<file path="src/rtl/l2_credit_arbiter_pkg.sv">
// Shared L2 configuration constants and the read-credit sizing helper.
package l2_config_and_types;

    localparam int unsigned L2_NUM_PORTS               = 4;
    localparam int unsigned L2_READ_RETURN_FIFO_DEPTHS = 8;
    localparam int unsigned L2_ARB_WEIGHT              = 1;
    localparam int unsigned L2_BURST_W                 = 5;
    localparam int unsigned L2_CREDIT_W                = $clog2(L2_READ_RETURN_FIFO_DEPTHS + 1);

    typedef logic [L2_CREDIT_W-1:0] l2_credit_t;

    // Return-FIFO words a head request will occupy; oversize bursts clamp to a full FIFO.
    function automatic int unsigned l2_read_need(input logic rnw,
                                                 input logic [L2_BURST_W-1:0] burst,
                                                 input int unsigned depth);
        int unsigned words;
        words = 32'(burst) + 1;
        if (!rnw)
            return 0;
        return (words > depth) ? depth : words;
    endfunction

endpackage

</file>
<file path="src/rtl/l2_credit_arbiter_counter.sv">
// Per-port read-return credit counter: subtracts granted words, adds acknowledged ones.
module l2_credit_counter #(
    parameter int unsigned RETURN_DEPTH = 8,
    parameter int unsigned CW           = $clog2(RETURN_DEPTH + 1)
) (
    input  logic          clk,
    input  logic          rst,
    input  logic [CW-1:0] i_consume,
    input  logic          i_release,
    output logic [CW-1:0] o_count,
    output logic          o_overflow
);

    localparam logic [CW:0]   DEPTH_W = (CW+1)'(RETURN_DEPTH);
    localparam logic [CW-1:0] DEPTH_N = CW'(RETURN_DEPTH);

    logic [CW-1:0] r_count;
    logic [CW:0]   w_sum;

    // Consume never exceeds the count (eligibility), so one extra bit covers the release carry.
    always_comb begin
        w_sum      = {1'b0, r_count} + (CW+1)'(i_release) - {1'b0, i_consume};
        o_overflow = (w_sum > DEPTH_W);
    end

    always_ff @(posedge clk) begin
        if (rst)
            r_count <= DEPTH_N;
        else if (o_overflow)
            r_count <= DEPTH_N;
        else
            r_count <= w_sum[CW-1:0];
    end

    assign o_count = r_count;

endmodule

</file>
<file path="src/rtl/l2_credit_arbiter.sv">
// Credit-aware weighted round-robin arbiter feeding the L2 memory address FIFO.
module l2_credit_arbiter
    import l2_config_and_types::*;
#(
    parameter int unsigned NUM_PORTS    = L2_NUM_PORTS,
    parameter int unsigned RETURN_DEPTH = L2_READ_RETURN_FIFO_DEPTHS,
    parameter int unsigned WEIGHT       = L2_ARB_WEIGHT,
    parameter int unsigned CW           = $clog2(RETURN_DEPTH + 1)
) (
    input  logic                         clk,
    input  logic                         rst,
    input  logic [NUM_PORTS-1:0]         requests,
    input  logic [NUM_PORTS-1:0]         req_rnw,
    input  logic [NUM_PORTS*5-1:0]       req_burst,
    input  logic                         strobe,
    input  logic [NUM_PORTS-1:0]         credit_release,
    output logic                         grantee_valid,
    output logic [NUM_PORTS-1:0]         grantee_v,
    output logic [$clog2(NUM_PORTS)-1:0] grantee_i,
    output logic [NUM_PORTS*CW-1:0]      credits
);

    localparam int unsigned   IW       = $clog2(NUM_PORTS);
    localparam logic [IW-1:0] LAST_IDX = IW'(NUM_PORTS - 1);

    logic [CW-1:0]        w_credit  [NUM_PORTS];
    logic [CW-1:0]        w_need    [NUM_PORTS];
    logic [CW-1:0]        w_consume [NUM_PORTS];
    logic [NUM_PORTS-1:0] w_eligible;
    logic [NUM_PORTS-1:0] w_clamped;
    logic [NUM_PORTS-1:0] w_overflow;
    logic [IW-1:0]        w_idx;
    logic                 w_fire;
    logic [4:0]           w_run_next;

    logic [IW-1:0]        r_ptr;
    logic [IW-1:0]        r_last;
    logic [4:0]           r_run;

    always_comb begin
        for (int unsigned p = 0; p < NUM_PORTS; p++) begin
            w_need[p]     = CW'(l2_read_need(req_rnw[p], req_burst[p*5 +: 5], RETURN_DEPTH));
            w_clamped[p]  = requests[p] & req_rnw[p] & ((32'(req_burst[p*5 +: 5]) + 1) > RETURN_DEPTH);
            w_eligible[p] = requests[p] & (w_credit[p] >= w_need[p]);
        end
    end

    always_comb begin
        grantee_valid = 1'b0;
        grantee_i     = '0;
        w_idx         = '0;
        for (int unsigned k = 0; k < NUM_PORTS; k++) begin
            w_idx = IW'((32'(r_ptr) + k) % NUM_PORTS);
            if (!grantee_valid && w_eligible[w_idx]) begin
                grantee_valid = 1'b1;
                grantee_i     = w_idx;
            end
        end
    end

    always_comb begin
        grantee_v = '0;
        if (grantee_valid)
            grantee_v[grantee_i] = 1'b1;
    end

    assign w_fire = strobe & grantee_valid;

    always_comb begin
        for (int unsigned p = 0; p < NUM_PORTS; p++)
            w_consume[p] = (w_fire && grantee_v[p]) ? w_need[p] : '0;
    end

    // r_run counts grants in the current run (0 = none yet), so the first grant
    // after reset or after a rotation counts toward the quantum like any other.
    assign w_run_next = (grantee_i == r_last) ? r_run + 5'd1 : 5'd1;

    always_ff @(posedge clk) begin
        if (rst) begin
            r_ptr  <= '0;
            r_last <= '0;
            r_run  <= '0;
        end else if (w_fire) begin
            r_last <= grantee_i;
            if (32'(w_run_next) >= WEIGHT) begin
                r_ptr <= (grantee_i == LAST_IDX) ? '0 : grantee_i + IW'(1);
                r_run <= '0;
            end else begin
                r_run <= w_run_next;
            end
        end
    end

    for (genvar p = 0; p < NUM_PORTS; p++) begin : g_port
        l2_credit_counter #(
            .RETURN_DEPTH(RETURN_DEPTH),
            .CW          (CW)
        ) u_credit (
            .clk       (clk),
            .rst       (rst),
            .i_consume (w_consume[p]),
            .i_release (credit_release[p]),
            .o_count   (w_credit[p]),
            .o_overflow(w_overflow[p])
        );
        assign credits[p*CW +: CW] = w_credit[p];
    end

    a_no_credit_overflow: assert property (@(posedge clk) disable iff (rst) w_overflow == '0);
    a_no_oversize_read:   assert property (@(posedge clk) disable iff (rst) w_clamped == '0);

endmodule
</file>
<file path="config.mk">
export PLATFORM = sky130hd
export DESIGN_NAME = l2_credit_arbiter
export DESIGN_NICKNAME = d
export VERILOG_FILES = /design/src/rtl/l2_credit_arbiter_pkg.sv /design/src/rtl/l2_credit_arbiter_counter.sv /design/src/rtl/l2_credit_arbiter.sv
export SDC_FILE = /design/constraint.sdc
export NUM_CORES = 1
export LEC_CHECK = 0
export CAP_MARGIN = 20
export CORE_MARGIN = 2
export CORE_UTILIZATION = 28
export DETAILED_ROUTE_END_ITERATION = 8
export HOLD_SLACK_MARGIN = 0.15
export PLACE_DENSITY = 0.6
export SETUP_SLACK_MARGIN = 0.05
export SYNTH_ARGS = -nofsm -noshare
export SYNTH_HDL_FRONTEND = slang
export SYNTH_SLANG_ARGS = --single-unit
</file>
<file path="constraint.sdc">
create_clock -name clk -period 5.4 [get_ports clk]
set_input_delay 1.08 -clock clk [delete_from_list [all_inputs] [get_ports clk]]
set_output_delay 1.08 -clock clk [all_outputs]
set_load 0.005 [all_outputs]
</file>
==> results by group <==
Run status
  – Outcome: complete, no violations

Global route
  – Initial antenna violation count: 0
  – Vias in the first global route: 2,832
  – Total grt overflow: 0
  – Largest net degree at the start of global routing: 15
  – First-pass GRT wire length: 12,700 microns
  – Overall Global Routing Usage: 0.137

Final layout
  – Area delta synth->final: 69.0%
  – Nets: 595
  – Final core utilization: 0.480
  – Ratio of cells with drive above 1 in the final layout: 0.425
  – # diodes: 0

Min path
  – Hold path start: r_run[0]$_SDFFE_PP0N_
  – WHS Path Cells: 1
  – Hold Path Sink: r_run[0]$_SDFFE_PP0N_
  – Hold Path Class: register to register

Detailed routing
  – Number of DRC markers in iteration 0: 74
  – Final ANT Viol Nets: 0
  – Post-route DRC: 0
  – Drt total wl: 8280 microns
  – Vias: 2,982
  – Avg WL per Cell: between 10 and 15 microns
  – Via/cell ratio: 4.73
  – Pre-antenna DRT Iters: 4

Power
  – LEAKAGE: 2.17 nW
  – Clock Power Share: 0.145
  – Internal power: 0.518 mW
  – Worst vdd rail ir drop: 0.123 mV
  – Combinational share of power: 0.595
  – Switching Share: 0.362
  – Reported net switching power: between 0.2 and 0.3 mW
  – Power Dens Cells: between 150 and 200 nW/um^2
  – Sequential share of power: 0.260

Clocking
  – CTS tree: yes
  – Worst skew pair latency: ~280 ps
  – Reg clk slew, reported paths: 90 ps
  – Root Driver: clkbuf_8
  – Max H-tree Level: 1
  – TritonCTS Buffers: 3
  – Clock Sinks: 25
  – Hold_buf cts: 0
  – CTS Buffer Depth: 2

Setup path
  – RR Startpoint: g_port[0].u_credit.o_count[0]$_SDFF_PP0_
  – Worst path required time: ~5600 ps
  – Crit path largest cell delay: 400 ps
  – CP Data Arrival Time: approximately 5500 ps
  – CP Capture Type: register
  – Worst Reg-to-Reg Cells: 23
  – CP startpoint kind: primary input
  – CP max stage cell: a2111oi_4
  – RR Endpoint: g_port[3].u_credit.o_count[2]$_SDFF_PP0_
  – Max FO, Critical Path: 4
  – Flop-to-flop setup slack: between 1000 and 1500 ps
  – CP Class: primary input to register

Timing
  – Worst Skew: ~9 ps
  – Final hold violation count: 0
  – Max Slew Vio Count: 0
  – Rel. slew slack: 0.650
  – Fmax: 0.187 GHz
  – Worst setup margin: around 50 ps
  – Unrepaired setup endpoints after global routing: true
  – Final Cycle Share: 0.991
  – Min Clock Period, post-route: ~5300 ps
  – # setup viols final: 0
  – Worst Tran Pin Value: 525 ps

Placed design
  – Dpl ws: -1020 ps
  – I/O Buffers: 57
  – DP HPWL: 6190 microns
  – Placer's final routability congestion estimate: between 0.8 and 0.9

Logic synthesis
  – Avg Cell Area, Syn: between 8 and 9 sq um
  – Post-synth EDFFs: 0
  – Distinct cells, synth: 54
  – Largest area contributor in the netlist: ha_1
  – Count leader, synth: ha_1
  – Cell count after synthesis: 339
  – Top post-synthesis cells by area: ha_1 26%, dfxtp_1 17%, a21oi_1 4.3%, inv_1 4.0%, nor2_1 3.5%
  – Seq/Total Area, Yosys: 0.173
  – FF+latch count, synth: 25
  – Synth top cells by count: 61 x ha_1, 31 x inv_1, 27 x nor2_1
  – Post-Synthesis Cell Area: 2890 sq um
  – Post-synthesis async set-or-reset flop share: 0
  – Main synth FF type: dfxtp_1
  – Syn Nets: 439
  – Yosys warning count: 0
  – Yosys top cell area share: 0.264

Die
  – Die Y: 106 microns
  – Die Area: 11,200 sq um
  – Die X: 106 microns
  – # IOs: 58
  – Core Rows: 37
  – Initial Util: 0.284
  – Area of the core: 10,200 sq um

Run
  – Max Cap Viol: 0
[cell families (layout without fill, tap and decap cells)]
group,after synthesis,after routing,share of synthesized area
buffers and inverters,33,188,0.0463
XOR/XNOR,12,12,0.0389
adder cells (fa/ha/maj),65,65,0.291
multiplexers,4,4,0.0156
AO/OA/AOI/OAI,73,73,0.191
flip-flops,25,25,0.173
AND/OR/NAND/NOR,127,127,0.244
[critical path, delay by kind of cell]
kind            cells  cell delay, ps
compound gates      9            1520
simple gates       11             970
buf+inv             6             800
fa+ha+maj           5            1140
[metrics by stage]
step | TNS (ps) | hold WS (ps) | instance area, sq um | cells | power (mW)
2_1_floorplan | 0 | 451 | 2930 | 339 | 0.408
3_3_place_gp | -13510 | 467 | 4160 | 598 | 0.589
3_5_place_dp | -16240 | 476 | 4160 | 598 | 0.598
4_1_cts | 0 | 498 | 4470 | 614 | 0.759
5_1_grt | -1490 | 518 | 4890 | 630 | 0.872
6_report | 0 | 491 | 4890 | 630 | 0.813
[cell usage in the layout, fill, tap and decap left out, types with 4 or more instances in the layout]
| cell type | netlist | routed |
|---|---|---|
| clkdlybuf4s50_1 | 0 | 33 |
| dfxtp_1 | 25 | 25 |
| nand2_1 | 16 | 11 |
| nand4_1 | 9 | 9 |
| ha_2 | 0 | 6 |
| a21oi_2 | 0 | 13 |
| ha_1 | 61 | 41 |
| inv_2 | 0 | 5 |
| nand3_1 | 12 | 12 |
| dlygate4sd2_1 | 0 | 6 |
| buf_6 | 0 | 8 |
| nor2b_4 | 0 | 4 |
| nor2_2 | 2 | 7 |
| a21oi_1 | 25 | 11 |
| nor2b_2 | 0 | 4 |
| xor2_1 | 10 | 10 |
| nand2_4 | 0 | 4 |
| o21ai_1 | 4 | 9 |
| or2_1 | 5 | 4 |
| dlymetal6s2s_1 | 0 | 6 |
| buf_4 | 0 | 91 |
| and2_1 | 13 | 10 |
| a21o_1 | 6 | 6 |
| nor2_1 | 27 | 21 |
| or2_4 | 1 | 4 |
| ha_4 | 0 | 14 |
| inv_1 | 31 | 25 |
| nand2b_1 | 6 | 5 |
[power groups by stage]
stage,logic (mW),registers [mW],clock network [mW]
after floorplan,0.198,0.210,0
after global placement,0.375,0.214,0
after detailed placement,0.385,0.213,0
after CTS,0.425,0.210,0.125
after global routing,0.529,0.212,0.131
final,0.484,0.211,0.118
[metal layers]
layer,vias to the layer above,track usage,wire (microns)
li1,1515,-,-
met1,1411,0.170,3580
met2,48,0.254,4350
met3,8,0.0192,247
met4,0,0.0235,101
met5,-,0,0
[state kept, by name (all words and copies together) (netlist names)]
register,cells
g_port.u_credit.o_count,16
r_ptr,2
r_last,2
r_run,5
[area by class of cell]
cell class	instances	area, sq um
clock buffer	3	41.3
clock inverter	1	5.00
fill	972	5300
inverter	31	119
multi-input combinational	281	2730
sequential	25	500
tap	136	170
timing repair buffer	153	1320
[timing repair]
action,in CTS,in global routing
resized for setup,87,95
setup buffers,12,17
pin swaps,33,73
setup endpoints to repair,23,22
[worst max-delay path by stage]
stage | start | to
2_1_floorplan | req_burst[10] | g_port[3].u_credit.o_count[2]$_SDFF_PP0_
3_3_place_gp | req_burst[6] | g_port[2].u_credit.o_count[2]$_SDFF_PP0_
3_5_place_dp | req_burst[6] | g_port[2].u_credit.o_count[2]$_SDFF_PP0_
4_1_cts | req_burst[15] | g_port[2].u_credit.o_count[2]$_SDFF_PP0_
5_1_grt | req_burst[5] | g_port[2].u_credit.o_count[2]$_SDFF_PP0_
6_report | req_burst[1] | g_port[3].u_credit.o_count[2]$_SDFF_PP0_
(Power assumes the default switching activity.)
